### src/rtl/rgb_fader.sv
// rgb_fader: nch-channel PWM generator with glitch-free duty updates.
//
// A free-running counter (0..max-1, period = max clocks) drives every channel.
// Each channel output is high while cnt < cur[i], so cur = 0 is constant low and
// cur = max is constant high. New duty targets are taken through a valid/ready
// handshake and applied either in one step (mode 0) or as a linear fade
// (mode 1). Duties only ever change on the period boundary, so no PWM period
// is ever truncated or stretched.
//
// Ports:
//   clk          system clock
//   rst          synchronous reset, active-high
//   en           run enable; low freezes counter/fade and forces pwm_o low
//   tgt_i        packed target duties, channel i at [(i+1)*nbpc-1:i*nbpc]
//   mode_i       0 = apply at next boundary, 1 = fade
//   tgt_valid_i  target offered
//   tgt_ready_o  high only while idle (registered)
//   pwm_o        registered PWM lines
//   busy_o       high while a target is pending or fading
//   done_o       one-cycle pulse when the duties reach the accepted target
module rgb_fader #(
    parameter int nch      = 3,
    parameter int nbpc     = 8,
    parameter int step     = 1,
    parameter int ramp_div = 16
) (
    input  logic                  clk,
    input  logic                  rst,
    input  logic                  en,
    input  logic [nch*nbpc-1:0]   tgt_i,
    input  logic                  mode_i,
    input  logic                  tgt_valid_i,
    output logic                  tgt_ready_o,
    output logic [nch-1:0]        pwm_o,
    output logic                  busy_o,
    output logic                  done_o
);

    localparam int max_duty = 2**nbpc - 1;
    localparam logic [nbpc-1:0] cnt_last = nbpc'(max_duty - 1);
    localparam int dw = (ramp_div > 1) ? $clog2(ramp_div) : 1;
    localparam logic [dw-1:0] div_last = dw'(ramp_div - 1);
    // Step in both the duty width and the one-bit-wider difference width.
    localparam logic [nbpc-1:0] step_n = nbpc'(step);
    localparam logic [nbpc:0]   step_w = (nbpc + 1)'(step);

    typedef enum logic [1:0] {
        ST_IDLE,
        ST_WAIT,
        ST_RAMP
    } state_t;

    state_t            state_reg;
    logic [nbpc-1:0]   cnt_reg;
    logic [dw-1:0]     div_reg;
    logic [nbpc-1:0]   cur_reg [nch];
    logic [nbpc-1:0]   tgt_reg [nch];
    logic [nch-1:0]    pwm_reg;
    logic              busy_reg;
    logic              done_reg;
    logic              ready_reg;

    logic [nbpc-1:0]   tgt_in   [nch];
    logic [nbpc-1:0]   cur_next [nch];
    logic [nch-1:0]    pwm_next;
    logic [nch-1:0]    ch_eq;
    logic              pb;
    logic              accept;
    logic              all_eq;

    assign pb     = en && (cnt_reg == cnt_last);
    assign accept = tgt_valid_i && ready_reg;
    assign all_eq = &ch_eq;

    generate
        for (genvar gi = 0; gi < nch; gi++) begin : gen_ch
            logic [nbpc:0] up_d;
            logic [nbpc:0] dn_d;

            assign tgt_in[gi] = tgt_i[gi*nbpc +: nbpc];

            // Zero-extended differences cannot wrap; only the one matching
            // the direction of travel is meaningful.
            assign up_d = {1'b0, tgt_reg[gi]} - {1'b0, cur_reg[gi]};
            assign dn_d = {1'b0, cur_reg[gi]} - {1'b0, tgt_reg[gi]};

            // Snap to target when within one step, so the fade never overshoots.
            assign cur_next[gi] = (tgt_reg[gi] >= cur_reg[gi])
                ? ((up_d <= step_w) ? tgt_reg[gi] : cur_reg[gi] + step_n)
                : ((dn_d <= step_w) ? tgt_reg[gi] : cur_reg[gi] - step_n);

            assign ch_eq[gi]    = (cur_next[gi] == tgt_reg[gi]);
            assign pwm_next[gi] = en && (cnt_reg < cur_reg[gi]);
        end
    endgenerate

    always_ff @(posedge clk) begin
        if (rst) begin
            state_reg <= ST_IDLE;
            cnt_reg   <= '0;
            div_reg   <= '0;
            pwm_reg   <= '0;
            busy_reg  <= 1'b0;
            done_reg  <= 1'b0;
            ready_reg <= 1'b0;
            for (int i = 0; i < nch; i++) begin
                cur_reg[i] <= '0;
                tgt_reg[i] <= '0;
            end
        end else begin
            pwm_reg  <= pwm_next;
            done_reg <= 1'b0;

            if (en) begin
                cnt_reg <= pb ? '0 : cnt_reg + nbpc'(1);
            end

            case (state_reg)
                ST_IDLE: begin
                    ready_reg <= 1'b1;
                    // A boundary coinciding with the accept is deliberately
                    // not used: the pending state waits for the next one.
                    if (accept) begin
                        for (int i = 0; i < nch; i++) begin
                            tgt_reg[i] <= tgt_in[i];
                        end
                        div_reg   <= '0;
                        ready_reg <= 1'b0;
                        busy_reg  <= 1'b1;
                        state_reg <= mode_i ? ST_RAMP : ST_WAIT;
                    end
                end

                ST_WAIT: begin
                    if (pb) begin
                        for (int i = 0; i < nch; i++) begin
                            cur_reg[i] <= tgt_reg[i];
                        end
                        done_reg  <= 1'b1;
                        busy_reg  <= 1'b0;
                        ready_reg <= 1'b1;
                        state_reg <= ST_IDLE;
                    end
                end

                ST_RAMP: begin
                    if (pb) begin
                        if (div_reg == div_last) begin
                            div_reg <= '0;
                            for (int i = 0; i < nch; i++) begin
                                cur_reg[i] <= cur_next[i];
                            end
                            if (all_eq) begin
                                done_reg  <= 1'b1;
                                busy_reg  <= 1'b0;
                                ready_reg <= 1'b1;
                                state_reg <= ST_IDLE;
                            end
                        end else begin
                            div_reg <= div_reg + dw'(1);
                        end
                    end
                end

                default: begin
                    state_reg <= ST_IDLE;
                end
            endcase
        end
    end

    assign pwm_o       = pwm_reg;
    assign busy_o      = busy_reg;
    assign done_o      = done_reg;
    assign tgt_ready_o = ready_reg;

endmodule

### config.mk
export PLATFORM = sky130hd
export DESIGN_NAME = rgb_fader
export DESIGN_NICKNAME = d
export VERILOG_FILES = /design/src/rtl/rgb_fader.sv
export SDC_FILE = /design/constraint.sdc
export NUM_CORES = 1
export LEC_CHECK = 0
export ABC_AREA = 0
export BUFFER_PORTS_ARGS = -buffer_cell sky130_fd_sc_hd__buf_4
export CORE_MARGIN = 2
export CORE_UTILIZATION = 33
export DETAILED_ROUTE_END_ITERATION = 10
export PLACE_DENSITY = 0.51
export SLEW_MARGIN = 0
export SYNTH_ARGS = -nofsm -noshare
export SYNTH_HDL_FRONTEND = slang
export SYNTH_SLANG_ARGS = --single-unit
### constraint.sdc
create_clock -name clk -period 7.1 [get_ports clk]
set_input_delay 2.13 -clock clk [delete_from_list [all_inputs] [get_ports clk]]
set_output_delay 2.13 -clock clk [all_outputs]
set_load 0.005 [all_outputs]
==> out/qor.json <==
{
  "run_status": "finished clean",
  "syn-num-nets": 1066,
  "avgRoutedWirePerCell_microns": 18.4,
  "synthArstFlopShare_pct": 0,
  "slew_headroom_pct": 25.9,
  "slowest_delay_ps": 610,
  "clock_latency_ps": 350,
  "synth_top_flop_cell": "sky130_fd_sc_hd__edfxtp_1",
  "synth.top_cell.area_share_pct": 18.4,
  "mappedNetlistArea_sq_um": 7840,
  "worst-endpoint-arrival_ps": 4990,
  "tritoncts": "built",
  "power.static_leakage_uw": 0.00342,
  "fin_nets": 1075,
  "area_delta_synth_final_pct": 10.2,
  "final_common_cell": "sky130_fd_sc_hd__nor2_1",
  "synth_area_leader_cell": "sky130_fd_sc_hd__edfxtp_1",
  "timing.final.hold_violations": 0,
  "worstMarginPinSlew_ps": 1110,
  "path_clk_slew_ps": 60,
  "critical_path.slowest_cell": "sky130_fd_sc_hd__edfxtp_1",
  "detailedRoute.firstIterationViolations": 554,
  "cp_top_family": "simple AND/OR/NAND/NOR gates",
  "drc": 0,
  "route.final.wire_length_microns": 23500,
  "die-area_sq_um": 25000,
  "post_synth.cell_area_avg_sq_um": 8.28,
  "boundaryPins": 35,
  "post_drt_via_cell_ratio": 5.62,
  "fmax_ghz": 0.210,
  "ctsHtreeMaxLevel": 3,
  "place.port_buffers": 34,
  "gpl.final_weighted_congestion": 0.904,
  "synth.area.top_cells": "sky130_fd_sc_hd__edfxtp_1 18%, sky130_fd_sc_hd__ha_1 13%, sky130_fd_sc_hd__dfxtp_1 5.1%, sky130_fd_sc_hd__xnor2_1 5.0%, sky130_fd_sc_hd__a21oi_1 4.3%",
  "ctsLongestPathBuffers": 2,
  "timing_max_transition_violations_final": 0,
  "worst_setup_path_start_kind": "flop",
  "clk_root_buffer_cell": "sky130_fd_sc_hd__clkbuf_16",
  "chipHeight_microns": 158,
  "setup_total_negative_slack_ps": 0,
  "synth-edff-count": 48,
  "dp_hpwl_microns": 17900,
  "detailed_place.area_sq_um": 8340,
  "synth_warnings": 0,
  "placementRows": 56,
  "power.density_cell_area_nw_per_um2": 233,
  "worst_setup_path_end_kind": "flop",
  "postRouteAntennaNets": 0,
  "class_of_the_worst_hold_path": "flop to flop",
  "core_region_area_sq_um": 23400,
  "final.setup_skew_ps": 8.45,
  "numClockSinks": 68,
  "critical_path_class": "flop to flop",
  "initial_antenna_violation_count": 0,
  "post-route-cell-area_sq_um": 8640,
  "crit_buf_inv": 1,
  "synth_seq_cells": 68,
  "cts_hold_buffers": 0,
  "most_used_cells_in_the_layout_excluding_fill_and_tap_cells": "86 x sky130_fd_sc_hd__nor2_1, 84 x sky130_fd_sc_hd__ha_1, 71 x sky130_fd_sc_hd__inv_1, 68 x sky130_fd_sc_hd__a21oi_1, 49 x sky130_fd_sc_hd__nand2_1",
  "yosysSeqAreaShare_pct": 23.5,
  "num_vias": 7190,
  "track_usage_pct": 19.5,
  "setup_viol": 0,
  "synthCells": 947,
  "post-route-period-util_pct": 66.9,
  "cts_buffers": 9,
  "worst_ir_drop_vdd_v": 0.000112,
  "grt_pass1_vias": 6844,
  "rsz0062_at_grt": "no",
  "crit_required_ps": 7340,
  "global_route_wire_length_before_repair_microns": 38200,
  "finalCriticalPeriod_ps": 4750,
  "floorplan.initialDensity_pct": 33.5,
  "cts.repair_timing.setup_buffer_count": 0,
  "synth_cell_type_count": 85,
  "crit_path_cell_trace": "inv_1 > ha_1 > fa_1 > nand2b_1 > a21oi_1 > mux2i_1 > or4_4 > o21ai_1 > o22ai_1 > nor4_1 > nand4_1 > nor4_4 > o21ai_2 > mux2_4",
  "insertedDiodeCount": 0,
  "globalRoute.totalOverflow": 0,
  "final_layout_size_suffix_gt1_share_pct": 8.95,
  "post_cts_resize_count": 0,
  "first_pass_iters": 6,
  "maxCapViolations": 0,
  "timing.critical_path.fanout_max": 12,
  "grt_max_degree": 25,
  "fp.dieW_microns": 158
}
[routing by layer]
| metal | up-vias | part of all wire [%] | track usage, % |
|---|---|---|---|
| li1 | 3504 | - | - |
| met1 | 3459 | 48 | 27.8 |
| met2 | 203 | 46 | 31.1 |
| met3 | 24 | 4.0 | 2.35 |
| met4 | 0 | 1.4 | 5.11 |
| met5 | - | 0 | 0 |
[where the power goes]
group / switching (uW) / leakage [uW] / internal [uW]
sequential: 80.6 / 0.000644 / 483
clock: 194 / 0.000148 / 260
combinational: 597 / 0.00263 / 397
[Yosys cell counts, drive strengths merged, types with 7 or more instances]
master / count
nand2: 49
xnor2: 45
and3: 13
nand3b: 7
a21boi: 7
o31ai: 8
xor2: 19
a211oi: 15
edfxtp: 48
a21o: 9
nand3: 30
o31a: 7
inv: 71
nor2: 87
nand4: 12
nor3: 15
nor3b: 7
a31oi: 10
mux2i: 13
o21a: 11
a221oi: 12
dfxtp: 20
o21ai: 47
and2: 32
clkbuf: 28
ha: 84
nor4: 11
a21oi: 69
nor2b: 9
buf: 12
o221ai: 11
o211ai: 8
nand2b: 20
o21bai: 8
o2111ai: 8
o22ai: 11
[final cells by class]
cell class	instances	area, sq um
sequential	68	1840
clock buffer	10	250
tap	319	399
timing repair buffer	38	285
inverter	71	267
fill	2496	14800
multi-input combinational	768	5550
clock inverter	6	46.3
[cells by family after synthesis]
| group | Yosys count | synth area share [%] |
|---|---|---|
| flops | 68 | 23.5 |
| simple gates | 318 | 21.4 |
| compound gates | 281 | 25.3 |
| buf+inv | 111 | 5.75 |
| mux | 15 | 1.99 |
| xor+xnor | 64 | 7.15 |
| fa+ha+maj | 90 | 14.9 |
[path summary, 6_finish.rpt]
| check | slack (ps) | cells after the start | end | start |
|---|---|---|---|---|
| setup / recovery | 2350 | 14 | busy_o | cur_reg[0][8] |
| setup reg to reg | 2350 | 14 | busy_o | cur_reg[0][8] |
| hold / removal | 520 | 2 | div_reg[3] | div_reg[3] |
| hold reg to reg | 520 | 2 | div_reg[3] | div_reg[3] |
[tightest hold or removal path: cells and delay by family, from the launching register on]
kind	cells	cell delay [ps]
AOI/OAI and AO/OA	1	70
DFF	1	340
and+or+nand+nor	1	70
[through the flow]
step | util [%] | power (uW) | cells | hold WS (ps) | worst slack (ps)
detailed placement | 35.7 | 1550 | 1264 | 508 | 2380
CTS | 36.9 | 2010 | 1280 | 521 | 2380
floorplan | - | 1310 | 947 | 469 | 3050
global route | 36.9 | 2160 | 1280 | 555 | 2060
global placement | 35.7 | 1560 | 1264 | 500 | 2390
finish | 36.9 | 2010 | 1280 | 515 | 2350
Note: power is estimated with default switching activity, not from simulation.
